===== config.mk =====
export PLATFORM = sky130hd
export DESIGN_NAME = card_dealer
export DESIGN_NICKNAME = d
export VERILOG_FILES = /design/src/rtl/poker_types.sv /design/src/rtl/card_index_decode.sv /design/src/rtl/card_dealer.sv
export SDC_FILE = /design/constraint.sdc
export NUM_CORES = 1
export LEC_CHECK = 0
export ABC_AREA = 0
export CORE_MARGIN = 4
export CORE_UTILIZATION = 50
export CTS_BUF_LIST = sky130_fd_sc_hd__clkbuf_4 sky130_fd_sc_hd__clkbuf_8
export CTS_CLUSTER_SIZE = 28
export DETAILED_ROUTE_END_ITERATION = 7
export HOLD_SLACK_MARGIN = 0.02
export PLACE_DENSITY = 0.72
export SKIP_CTS_REPAIR_TIMING = 1
export SLEW_MARGIN = 15
export SYNTH_ARGS = -nofsm -noshare
export SYNTH_HDL_FRONTEND = slang
export SYNTH_SLANG_ARGS = --single-unit

===== constraint.sdc =====
create_clock -name clk -period 7.9 [get_ports clk]
set_input_delay 1.58 -clock clk [delete_from_list [all_inputs] [get_ports clk]]
set_output_delay 1.58 -clock clk [all_outputs]
set_load 0.005 [all_outputs]

===== src/rtl/poker_types.sv =====
// Shared card encoding and deck constants for the dealing logic.
package poker_types;

  typedef struct packed {
    logic [1:0] suit;
    logic [3:0] rank;
  } card_t;

  localparam int DECK_SIZE      = 52;
  localparam int CARDS_PER_DEAL = 9;
  localparam int RANK_MIN       = 2;
  localparam int RANK_MAX       = 14;

endpackage


===== src/rtl/card_index_decode.sv =====
// Maps a deck index 0..51 to a card: suit = idx/13, rank = idx%13 + 2 (ace = 14).
// Compare/subtract ladder, no divider. Indices >= 52 give don't-care cards.
module card_index_decode
  import poker_types::*;
(
  input  logic [5:0] idx_i,
  output card_t      card_o
);

  logic [5:0] base;

  always_comb begin
    card_o.suit = 2'd0;
    base        = 6'd0;
    if (idx_i >= 6'd39) begin
      card_o.suit = 2'd3;
      base        = 6'd39;
    end else if (idx_i >= 6'd26) begin
      card_o.suit = 2'd2;
      base        = 6'd26;
    end else if (idx_i >= 6'd13) begin
      card_o.suit = 2'd1;
      base        = 6'd13;
    end
    card_o.rank = 4'(idx_i - base + 6'(RANK_MIN));
  end

endmodule


===== src/rtl/card_dealer.sv =====
// Deals 9 distinct cards by rejection-sampling a free-running Galois LFSR.
// Optional CARD_DEALER_SEED_LOAD_EN adds seed_load/seed_in for replayable deals.
module card_dealer
  import poker_types::*;
#(
  parameter logic [15:0] LFSR_SEED = 16'hACE1,
  parameter logic [15:0] LFSR_TAPS = 16'hB400
) (
  input  logic             clk,
  input  logic             reset,
  input  logic             deal_start,
`ifdef CARD_DEALER_SEED_LOAD_EN
  input  logic             seed_load,
  input  logic [15:0]      seed_in,
`endif
  output logic             deal_busy,
  output logic             deal_done,
  output logic             cards_valid,
  output card_t [1:0]      player1_cards,
  output card_t [1:0]      player2_cards,
  output card_t [2:0]      flop_cards,
  output card_t            turn_card,
  output card_t            river_card
);

  typedef enum logic [1:0] {
    IDLE  = 2'd0,
    CLEAR = 2'd1,
    DRAW  = 2'd2,
    DONE  = 2'd3
  } state_e;

  state_e      state_q, state_d;
  logic [15:0] lfsr_q, lfsr_d;
  logic [51:0] used_q, used_d;
  logic [3:0]  count_q, count_d;
  card_t [8:0] slots_q, slots_d;
  logic        done_q, done_d;

  logic [5:0]  cand_idx;
  logic [51:0] cand_onehot;
  logic        accept;
  card_t       cand_card;
  logic [15:0] lfsr_shift;

  assign cand_idx    = lfsr_q[5:0];
  assign cand_onehot = 52'd1 << cand_idx;
  assign accept      = (cand_idx < 6'(DECK_SIZE)) && ((used_q & cand_onehot) == '0);

  card_index_decode u_decode (
    .idx_i  (cand_idx),
    .card_o (cand_card)
  );

  assign lfsr_shift = {1'b0, lfsr_q[15:1]} ^ (lfsr_q[0] ? LFSR_TAPS : 16'h0000);

  always_comb begin
    lfsr_d = (lfsr_q == 16'h0000) ? LFSR_SEED : lfsr_shift;
`ifdef CARD_DEALER_SEED_LOAD_EN
    if (seed_load) lfsr_d = (seed_in == 16'h0000) ? LFSR_SEED : seed_in;
`endif
  end

  always_comb begin
    state_d = state_q;
    used_d  = used_q;
    count_d = count_q;
    slots_d = slots_q;
    done_d  = 1'b0;
    case (state_q)
      IDLE, DONE: begin
        if (deal_start) state_d = CLEAR;
      end
      CLEAR: begin
        used_d  = '0;
        count_d = 4'd0;
        state_d = DRAW;
      end
      DRAW: begin
        if (accept) begin
          used_d           = used_q | cand_onehot;
          slots_d[count_q] = cand_card;
          count_d          = count_q + 4'd1;
          if (count_q == 4'(CARDS_PER_DEAL - 1)) begin
            state_d = DONE;
            done_d  = 1'b1;
          end
        end
      end
      default: state_d = IDLE;
    endcase
  end

  always_ff @(posedge clk) begin
    if (reset) begin
      state_q <= IDLE;
      lfsr_q  <= LFSR_SEED;
      used_q  <= '0;
      count_q <= 4'd0;
      slots_q <= '0;
      done_q  <= 1'b0;
    end else begin
      state_q <= state_d;
      lfsr_q  <= lfsr_d;
      used_q  <= used_d;
      count_q <= count_d;
      slots_q <= slots_d;
      done_q  <= done_d;
    end
  end

  assign deal_busy   = (state_q == CLEAR) || (state_q == DRAW);
  assign cards_valid = (state_q == DONE);
  assign deal_done   = done_q;

  // Slot order follows real dealing order around the table.
  assign player1_cards[0] = slots_q[0];
  assign player2_cards[0] = slots_q[1];
  assign player1_cards[1] = slots_q[2];
  assign player2_cards[1] = slots_q[3];
  assign flop_cards[0]    = slots_q[4];
  assign flop_cards[1]    = slots_q[5];
  assign flop_cards[2]    = slots_q[6];
  assign turn_card        = slots_q[7];
  assign river_card       = slots_q[8];

endmodule


# After elaboration in Yosys (flattened, before gate mapping)
# Cells that the tools add are included.
[classes] n_addsub=3 n_lt_le_gt_ge=6 eq_ne=7 n_shift=1 mux=19 bitwise=5 reduce_logical=13
[ops] operator="case mux 52 bit (2 select lines)" n=1
[ops] operator="bitwise mux 54 bit" n=1
[ops] operator="bitwise AND 52 bit" n=1
[ops] operator="zero test 52 bit" n=1
[ops] operator="two-way mux 52 bit" n=1
[ops] operator="OR 52 bit" n=1
[ops] operator="left shift 1 x 6 -> 52 bit, first input constant" n=1
[ops] operator="demux 6 bit (select 4 bit)" n=1
[ops] operator="zero test 16 bit" n=1
[ops] operator="two-way mux 16 bit" n=1
[ops] operator="two-way mux 4 bit" n=4
[ops] operator="XOR 15 x 16 -> 16 bit" n=1
[ops] operator="two-way mux 2 bit" n=5
[ops] operator="case mux 4 bit (2 select lines)" n=1
[ops] operator=">= comparator 6 x 4 -> 1 bit, second input constant" n=1
[ops] operator=">= comparator 6 x 5 -> 1 bit, second input constant" n=1
[ops] operator=">= comparator 6 bit, second input constant" n=1
[ops] operator="< comparator 6 bit, second input constant" n=1
[ops] operator="two-way mux 6 bit" n=1
[ops] operator="inequality test 2 bit, second input constant" n=3
[ops] operator="case mux 2 bit (3 select lines)" n=1
[ops] operator="< comparator 4 x 5 -> 1 bit, second input constant" n=1
[ops] operator="adder 4 x 1 -> 4 bit, second input constant" n=1
[ops] operator="adder 4 x 2 -> 4 bit, second input constant" n=1
[ops] operator="15 further kinds" n=21
[totals] ff_bits=129 inputBits=3 elab_cells=77

# Logic depth before layout (Yosys ltp)
# Gate-level depths: netlist of the first run.
[logic_depth] depth_word=7 depth_mapped=15 ltp_nobuf=12

# Cells and area by module
# Synthesis of the first run repeated with hierarchy kept, for this count alone.
[unflattened] hier_cells=585 area_unflattened_um2=5856.9
[modules_own_cells] module="card_dealer" instances=1 cells_each=557 area_per_inst_um2=5625.4 seq_area_each_um2=2582.5
[modules_own_cells] module="card_index_decode" instances=1 cells_each=28 area_per_inst_um2=231.5 seq_area_each_um2=0.0

# Worst setup path before layout of the first run
# No wires, ideal clock.
[synth_path] kind="reg-to-reg" startpoint="register lfsr_q[5]" endpoint="register slots_q (netlist bit player1_cards[3])" t_arrival_ns=3.039 required_time_ns=7.813 setup_slack_ns=4.774 path_stages_with_launch=15 n_path_buf=4 period_less_slack_ns=3.126 cell_sequence="dfxtp_1 -> buf_2 -> buf_2 -> buf_1 -> a21oi_1 -> a2bb2oi_1 -> o21ai_0 -> inv_1 -> ha_1 -> fa_1 -> xnor2_1 -> xnor2_1 -> nand2b_1 -> buf_1 -> o31ai_1"
[synth_via] elab_chain_cells=7 elab_cells_between_ends=15
[synth_rtl] element="start, declared" line="card_dealer.sv:34" text="logic [15:0] lfsr_q, lfsr_d;"
[synth_rtl] element="start signal, assigned" line="card_dealer.sv:104" text="lfsr_q <= lfsr_d;"
[synth_rtl] element=">= comparator 6 x 4 -> 1 bit" line="card_index_decode.sv:21" text="end else if (idx_i >= 6'd13) begin"
[synth_rtl] element="two-way mux 4 bit" line="card_index_decode.sv:21"
[synth_rtl] element="two-way mux 4 bit" line="card_index_decode.sv:18" text="end else if (idx_i >= 6'd26) begin"
[synth_rtl] element="two-way mux 4 bit" line="card_index_decode.sv:15" text="if (idx_i >= 6'd39) begin"
[synth_rtl] element="subtractor 4 bit" line="card_index_decode.sv:25" text="card_o.rank = 4'(idx_i - base + 6'(RANK_MIN));"
[synth_rtl] element="adder 4 x 2 -> 4 bit" line="card_index_decode.sv:25"
[synth_rtl] element="bitwise mux 54 bit" line="card_dealer.sv:82" text="slots_d[count_q] = cand_card;"
[synth_rtl] element="end signal, assigned" line="card_dealer.sv:107" text="slots_q <= slots_d;"
[synth_rtl] element="end, declared" line="card_dealer.sv:37" text="card_t [8:0] slots_q, slots_d;"
# Several ways; a longest one is shown, not always the timed one.
# A chain may end at the register's enable or synchronous reset.

# Final worst setup path of the first run
[layout_path] startpoint="register lfsr_q[1]" endpoint="register slots_q (netlist bit river_card[3])"
# Same word-level chain as after synthesis.

==> results of run 1 <==
==> logic make-up (layout without fill, tap and decap cells) <==
| family | count (synthesis) | count (layout) | share of synthesized area |
|---|---|---|---|
| adder cells (fa/ha/maj) | 12 | 12 | 0.0271 |
| multiplexers | 43 | 43 | 0.0759 |
| AO/OA/AOI/OAI | 144 | 144 | 0.164 |
| AND/OR/NAND/NOR | 236 | 236 | 0.225 |
| buffers and inverters | 69 | 111 | 0.0548 |
| flip-flops | 129 | 129 | 0.444 |
| XOR/XNOR | 6 | 6 | 0.00903 |
==> report_power, final <==
part           internal (mW)  switching (mW)  total (mW)
sequential             0.675          0.0270       0.702
clock                  0.343           0.252       0.594
combinational         0.0966           0.198       0.295
==> final timing paths <==
| check | start | to | slack (ns) | cells after the start |
|---|---|---|---|---|
| hold / removal | lfsr_q[8] | lfsr_q[7] | 0.43 | 1 |
| setup reg to reg | lfsr_q[1] | river_card[3] | 3.51 | 7 |
| setup / recovery | lfsr_q[1] | river_card[3] | 3.51 | 7 |
| hold reg to reg | lfsr_q[8] | lfsr_q[7] | 0.43 | 1 |
==> layout by cell type (no fill, tap or decap), types with 8 or more instances in the layout <==
master	count
sky130_fd_sc_hd__nand2b_1	48
sky130_fd_sc_hd__nor2_1	65
sky130_fd_sc_hd__nand3_1	20
sky130_fd_sc_hd__a31oi_1	55
sky130_fd_sc_hd__o21ai_0	16
sky130_fd_sc_hd__dfxtp_1	129
sky130_fd_sc_hd__clkbuf_8	20
sky130_fd_sc_hd__clkdlybuf4s50_1	58
sky130_fd_sc_hd__nand3b_1	12
sky130_fd_sc_hd__nor4_1	8
sky130_fd_sc_hd__nand2_1	19
sky130_fd_sc_hd__nor3_1	16
sky130_fd_sc_hd__a21oi_1	28
sky130_fd_sc_hd__inv_1	16
sky130_fd_sc_hd__mux2i_1	37
sky130_fd_sc_hd__ha_1	11
==> routing by layer <==
| layer | global-route usage | wire length [um] | up-vias |
|---|---|---|---|
| li1 | - | - | 2364 |
| met1 | 0.309 | 6660 | 2403 |
| met2 | 0.344 | 6930 | 186 |
| met3 | 0.0533 | 908 | 29 |
| met4 | 0.0750 | 272 | 0 |
| met5 | 0 | 0 | - |
==> final cells by class <==
| type | instances | area (um2) |
|---|---|---|
| timing repair buffer | 64 | 623 |
| inverter | 16 | 60.1 |
| tap | 143 | 179 |
| multi-input combinational | 441 | 2950 |
| clock buffer | 22 | 290 |
| fill | 973 | 4600 |
| clock inverter | 9 | 130 |
| sequential | 129 | 2580 |
==> sequential cells by signal (all words and copies together) (netlist names) <==
| signal | count |
|---|---|
| count_q | 4 |
| deal_done | 1 |
| player1_cards | 12 |
| state_q | 2 |
| river_card | 6 |
| flop_cards | 18 |
| lfsr_q | 16 |
| player2_cards | 12 |
| used_q | 52 |
| turn_card | 6 |
==> worst max-delay path, delay by kind of cell, from the launching register on <==
kind | cells | cell delay (ns)
DFF | 1 | 1.04
and+or+nand+nor | 4 | 2.22
AOI/OAI and AO/OA | 1 | 0.43
buffers and inverters | 1 | 0.36
muxes | 1 | 0.23
==> per-stage QoR <==
| step | instance area [um2] | setup WS (ns) | power (mW) | hold slack [ns] | util |
|---|---|---|---|---|---|
| after floorplan | 5820 | 4.77 | 0.910 | 0.403 | - |
| after global placement | 6390 | 3.83 | 0.996 | 0.419 | 0.559 |
| after detailed placement | 6390 | 3.65 | 1.00 | 0.426 | 0.559 |
| after CTS | 6810 | 3.58 | 1.59 | 0.446 | 0.596 |
| after global routing | 6820 | 3.18 | 1.66 | 0.456 | 0.597 |
| final | 6820 | 3.51 | 1.59 | 0.434 | 0.597 |
==> results.cfg, run 1 <==
[yosys]
area_fraction_of_the_dominant_cell_type_after_synthesis = 0.444
synth_sequential_area_ratio = 0.444
syn_area_um2 = 5820
syn_inst = 639
synth_largest_area_cell = sky130_fd_sc_hd__dfxtp_1
syn_nets = 654
avgSynthCellArea_um2 = 9.11
ys_async_sr_fraction = 0
post-synth-top-count-cell = sky130_fd_sc_hd__dfxtp_1
ys_types = 70
yosys_warnings = 0
postSynthRegisterBits = 129
synth.area.top_cells = sky130_fd_sc_hd__dfxtp_1 44%, sky130_fd_sc_hd__mux2i_1 6.4%, sky130_fd_sc_hd__a31oi_1 5.9%
yosys_most_used_dff = sky130_fd_sc_hd__dfxtp_1
ys_top_cells_by_count = 129 x sky130_fd_sc_hd__dfxtp_1, 65 x sky130_fd_sc_hd__nor2_1, 55 x sky130_fd_sc_hd__a31oi_1
synth_enable_flop_cells = 0

[setup_path]
delay_of_the_slowest_cell_on_the_worst_path_ns = 1.04
timing.critical_path.fanout_max = 33
critical_path.slowest_cell = sky130_fd_sc_hd__dfxtp_1
path_cells = inv_1 > nor4_1 > nand3_1 > a21oi_1 > or4_1 > or3_1 > mux2i_1
critPathCaptureType = register
worstSetupStartpointType = register
cp.required_ns = 8.25
class_of_the_most_critical_setup_path = reg -> reg
worst-endpoint-arrival_ns = 4.74

[cts]
cts.clk_slew.worst_paths_ns = 0.07
ctsHtreeMaxLevel = 4
tritoncts.num_buffers = 17
clock_path_buffers = 2
clock_latency_of_the_later_clocked_register_in_the_worst_skew_pair_ns = 0.44
cts_num_sinks = 129
cts_root_buffer = sky130_fd_sc_hd__clkbuf_8
clock_tree_from_tritoncts = done

[routing]
first_iter_violations = 525
detail_route_antenna_nets = 0
wl_per_cell_um = 17.9
wl_um = 14800
post-route-drc-count = 0
route.detailed.vias_per_inst = 6.05
route.vias.total = 4982
drtPass1Iterations = 5

[cells_and_area]
finish.cell_count_without_fillers = 824
drive_gt1_frac = 0.0866
num_antenna_cells = 0
layout.nets = 684
area_growth_pct = 17.2

[global_routing]
grt_start_max_net_pins = 77
overflow = 0
first_global_vias = 4707
grt_pass1_wl_um = 23900
number_of_antenna_violations_at_the_first_check_in_global_routing = 0
groute.usage.overall = 0.223

[die]
placement_rows = 39
die_y_um = 116
floorplan.initialDensity = 0.510
top_level_ports = 60
core_um2 = 11400
die_area_um2 = 13400
die-width_um = 116

[timing]
slew_headroom = 0.221
measured_slew_at_the_worst_slew_check_pin_ns = 1.17
setup_viol_count_final = 0
timing.final.hold_violations = 0
maxClockFrequency_mhz = 228
final-max-slew-violation-count = 0
period_share = 0.556
fin_skew_ns = 0.0129
period_needed_ns = 4.39
setup_total_negative_slack_ns = 0
rsz0062_at_grt = false

[placement]
detailedPlacementHpwl_um = 9770
place.detailed.instances = 793
io_buffers = 59
gp_congestion = 0.943

[pwr]
power.leakage_nw = 2.50
power.density_cell_area_nw_per_um2 = 233
power.ir.vdd_worst_mv = 0.254

[flow_run]
maxCapViolations = 0

[status]
status = finished, final reports clean

[worst_hold_path]
holdCritPathClass = reg -> reg
(Power assumes the default switching activity.)
==> run 2: changes to the inputs <==
Clock period 7.9 ns to 4.4 ns, I/O delays scaled along.
==> results.cfg, run 2 (same netlist as run 1, synthesis figures left out) <==
[setup_path]
critical_path.slowest_cell = sky130_fd_sc_hd__dfxtp_1
delay_of_the_slowest_cell_on_the_worst_path_ns = 0.84
worst-path-stages = 8
path_cells = buf_4 > nand3b_1 > a2111oi_0 > a2111oi_1 > nand4_1 > or4_1 > nor4_4 > mux2i_1
critPathCaptureType = register
worst-endpoint-arrival_ns = 4.13
timing.critical_path.max_delay_family = simple AND/OR/NAND/NOR gates
class_of_the_most_critical_setup_path = reg -> reg
cp.required_ns = 4.75
rr_worst_depth = 8
timing.critical_path.fanout_max = 21
worstSetupStartpointType = register
worstPathBufferInverterCount = 1

[pwr]
power.leakage_nw = 2.53
p_switching_mw = 0.842
power.share.clock = 0.354
power.ir.vdd_worst_mv = 0.355
netSwitchingFraction = 0.303
power_report.internal_total_mw = 1.94
power.density_cell_area_nw_per_um2 = 407
pwr-share-seq = 0.451
power.share.combinational = 0.194

[die]
placement_rows = 39
top_level_ports = 60
die-width_um = 116
core_um2 = 11400
die_y_um = 116
die_area_um2 = 13400
floorplan.initialDensity = 0.510

[cts]
ctsHtreeMaxLevel = 4
clock_latency_of_the_later_clocked_register_in_the_worst_skew_pair_ns = 0.44
clock_tree_from_tritoncts = done
cts.clk_slew.worst_paths_ns = 0.07
cts_root_buffer = sky130_fd_sc_hd__clkbuf_8
cts_num_sinks = 129
clock_path_buffers = 2
tritoncts.num_buffers = 17

[timing]
maxClockFrequency_mhz = 265
measured_slew_at_the_worst_slew_check_pin_ns = 1.06
fin_skew_ns = 0.00884
slew_headroom = 0.288
period_needed_ns = 3.78
period_share = 0.858
final-max-slew-violation-count = 0
setup_viol_count_final = 0
timing.final.hold_violations = 0
rsz0062_at_grt = false
setup_total_negative_slack_ns = 0

[worst_hold_path]
holdCritPathClass = reg -> reg
hold_depth = 1

[status]
status = finished, final reports clean

[placement]
detailedPlacementHpwl_um = 10400
gp_congestion = 0.927
placement.cell_area_um2 = 6450
io_buffers = 59

[global_routing]
overflow = 0
grt_pass1_wl_um = 24200
number_of_antenna_violations_at_the_first_check_in_global_routing = 0
first_global_vias = 4798
groute.usage.overall = 0.229
grt_start_max_net_pins = 73

[flow_run]
maxCapViolations = 0

[routing]
drtPass1Iterations = 5
wl_met1_um = 6580
route.met2.wl_um = 7080
route.detailed.vias_per_inst = 6.12
post-route-drc-count = 0
detail_route_antenna_nets = 0
wl_per_cell_um = 18.2
first_iter_violations = 487
wl_um = 15100
route.vias.total = 5077
detailroute.wirelength.met3_um = 1100
topRoutingLayerUsed = met4

[cells_and_area]
sequential_cell_area_um2 = 2580
most_frequent_cells_in_the_layout = 129 x sky130_fd_sc_hd__dfxtp_1, 65 x sky130_fd_sc_hd__nor2_1, 58 x sky130_fd_sc_hd__clkdlybuf4s50_1
layout.nets = 691
drive_gt1_frac = 0.0946
num_antenna_cells = 0
area_growth_pct = 17.3
largest_register_ff_count = 52
final_common_cell = sky130_fd_sc_hd__dfxtp_1
layout.cell_area.non_filler_um2 = 6830
fin_util = 0.598
registers.top_by_ff_count = used_q
fill_cells = 1009
multi_input_comb_area_um2 = 2950
## run 2: worst register-to-register path: stages (launching register included)
cell                        delay [ns]
sky130_fd_sc_hd__dfxtp_1          0.84
sky130_fd_sc_hd__buf_4            0.32
sky130_fd_sc_hd__nand3b_1         0.12
sky130_fd_sc_hd__a2111oi_0        0.10
sky130_fd_sc_hd__a2111oi_1        0.47
sky130_fd_sc_hd__nand4_1          0.32
sky130_fd_sc_hd__or4_1            0.63
sky130_fd_sc_hd__nor4_4           0.58
sky130_fd_sc_hd__mux2i_1          0.30
## run 2: cell type report
class / count / area share
repair buffers: 71 / 0.0990
multi-input cells: 441 / 0.433
flip-flops and latches: 129 / 0.378
inverters: 16 / 0.00880
clock buffers: 23 / 0.0427
clock inverters: 7 / 0.0125
well taps: 143 / 0.0262
## run 2: power by group through the flow
stage / clock, mW / combinational, mW / sequential (mW)
4_1_cts: 1.00 / 0.531 / 1.25
5_1_grt: 1.05 / 0.591 / 1.26
2_1_floorplan: 0 / 0.372 / 1.26
3_5_place_dp: 0 / 0.530 / 1.28
6_report: 0.985 / 0.540 / 1.25
3_3_place_gp: 0 / 0.517 / 1.28
## run 2: worst paths after layout
kind                            startpoint               end  slack [ns]
worst max-delay path             lfsr_q[0]  player2_cards[4]        0.62
worst max register to register   lfsr_q[0]  player2_cards[4]        0.62
worst min register to register  lfsr_q[12]        lfsr_q[11]        0.44
worst min-delay path            lfsr_q[12]        lfsr_q[11]        0.44
## run 2: layer usage
layer,vias up,GRT usage
li1,2376,-
met1,2444,0.302
met2,222,0.360
met3,35,0.0580
met4,0,0.0936
met5,-,0
## run 2: through the flow
stage	power [mW]	cells	hold WS, ns	worst slack [ns]
detailed placement	1.81	800	0.435	0.735
global route	2.90	830	0.458	0.424
finish	2.78	830	0.439	0.623
floorplan	1.63	639	0.403	1.27
global placement	1.79	800	0.424	0.885
CTS	2.78	830	0.445	0.700
==> run 3: changes to the inputs <==
Settings changed: REMOVE_ABC_BUFFERS set to 1.
==> results.cfg, run 3 (same netlist as run 1, synthesis figures left out) <==
[global_routing]
grt_pass1_wl_um = 25000
number_of_antenna_violations_at_the_first_check_in_global_routing = 0
grt_start_max_net_pins = 58
overflow = 0
groute.usage.overall = 0.234
first_global_vias = 4971

[routing]
wl_per_cell_um = 18.3
route.detailed.vias_per_inst = 6.06
drtPass1Iterations = 5
post-route-drc-count = 0
wl_um = 15300
detail_route_antenna_nets = 0
route.vias.total = 5065
first_iter_violations = 426

[cts]
clock_latency_of_the_later_clocked_register_in_the_worst_skew_pair_ns = 0.46
clock_tree_from_tritoncts = done
clock_path_buffers = 2
cts.clk_slew.worst_paths_ns = 0.08
cts_num_sinks = 129
tritoncts.num_buffers = 17
ctsHtreeMaxLevel = 4
cts_root_buffer = sky130_fd_sc_hd__clkbuf_8

[pwr]
total_power_mw = 2.91
power.ir.vdd_worst_mv = 0.255
power.leakage_nw = 2.56
power.density_cell_area_nw_per_um2 = 421

[timing]
period_share = 0.856
final-max-slew-violation-count = 0
timing.final.hold_violations = 0
measured_slew_at_the_worst_slew_check_pin_ns = 1.12
maxClockFrequency_mhz = 265
period_needed_ns = 3.77
slew_headroom = 0.247
rsz0062_at_grt = false
fin_skew_ns = 0.0133
setup_viol_count_final = 0

[cells_and_area]
registers.top_by_ff_count = used_q
area_growth_pct = 18.7
largest_register_ff_count = 52
drive_gt1_frac = 0.0996
final_common_cell = sky130_fd_sc_hd__dfxtp_1
fin_util = 0.605
num_antenna_cells = 0
layout.nets = 695
most_frequent_cells_in_the_layout = 129 x sky130_fd_sc_hd__dfxtp_1, 65 x sky130_fd_sc_hd__nor2_1, 58 x sky130_fd_sc_hd__clkdlybuf4s50_1

[die]
top_level_ports = 60
die-width_um = 116
die_area_um2 = 13400
floorplan.initialDensity = 0.510
placement_rows = 39
core_um2 = 11400
die_y_um = 116

[setup_path]
worst-endpoint-arrival_ns = 4.12
critical_path.slowest_cell = sky130_fd_sc_hd__dfxtp_1
crit_top_cell = sky130_fd_sc_hd__buf_4
path_cells = buf_4 > nor3b_1 > o2bb2a_1 > o21ai_0 > or4_1 > buf_4 > a21oi_1 > o32ai_1
delay_of_the_slowest_cell_on_the_worst_path_ns = 0.81
timing.critical_path.fanout_max = 19
class_of_the_most_critical_setup_path = reg -> reg
worstSetupStartpointType = register
critPathCaptureType = register
cp.required_ns = 4.75
timing.critical_path.max_delay_family = compound AO/OA/AOI/OAI gates
worstPathBufferInverterCount = 2

[placement]
detailedPlacementHpwl_um = 10600
gp_congestion = 0.968
io_buffers = 59

[worst_hold_path]
holdCritPathClass = reg -> reg

[flow_run]
maxCapViolations = 0

[status]
status = finished, final reports clean
## run 3: worst register-to-register path, delay by kind of cell (launching register included)
family / cells / cell delay, ns
buffers and inverters: 2 / 0.59
DFF: 1 / 0.81
AOI/OAI and AO/OA: 4 / 1.36
and+or+nand+nor: 2 / 0.93
## run 3: stage by stage
step                      std cells  cell area, um2  setup slack, ns  hold slack (ns)  setup TNS (ns)
after floorplan                 586            5560           -0.259            0.403           -8.39
after global routing            836            6910            0.431            0.475               0
after CTS                       836            6910            0.715            0.458               0
after global placement          804            6470            0.840            0.417               0
after detailed placement        804            6470            0.735            0.431               0
final                           836            6910            0.632            0.448               0
## run 3: power by group
| group | internal (mW) | switching [mW] |
|---|---|---|
| clock | 0.624 | 0.481 |
| sequential | 1.21 | 0.0408 |
| combinational | 0.186 | 0.368 |
## run 3: final cells by class
| class | count | area [um2] |
|---|---|---|
| Timing Repair Buffer | 75 | 706 |
| Multi-Input combinational cell | 441 | 2940 |
| Clock buffer | 22 | 290 |
| Inverter | 16 | 60.1 |
| Tap cell | 143 | 179 |
| Clock inverter | 10 | 149 |
| Fill cell | 984 | 4510 |
| Sequential cell | 129 | 2580 |
## run 3: worst paths after layout
check	startpoint	cells after the start	slack [ns]	end
setup / recovery	lfsr_q[0]	8	0.63	count_q[0]
hold / removal	lfsr_q[6]	1	0.45	lfsr_q[5]
setup reg to reg	lfsr_q[0]	8	0.63	count_q[0]
hold reg to reg	lfsr_q[6]	1	0.45	lfsr_q[5]
## run 3: metal layers
metal,up-vias,GRT usage,share of wire
li1,2388,-,-
met1,2424,0.293,0.43
met2,199,0.383,0.47
met3,54,0.0533,0.065
met4,0,0.111,0.037
met5,-,0,0
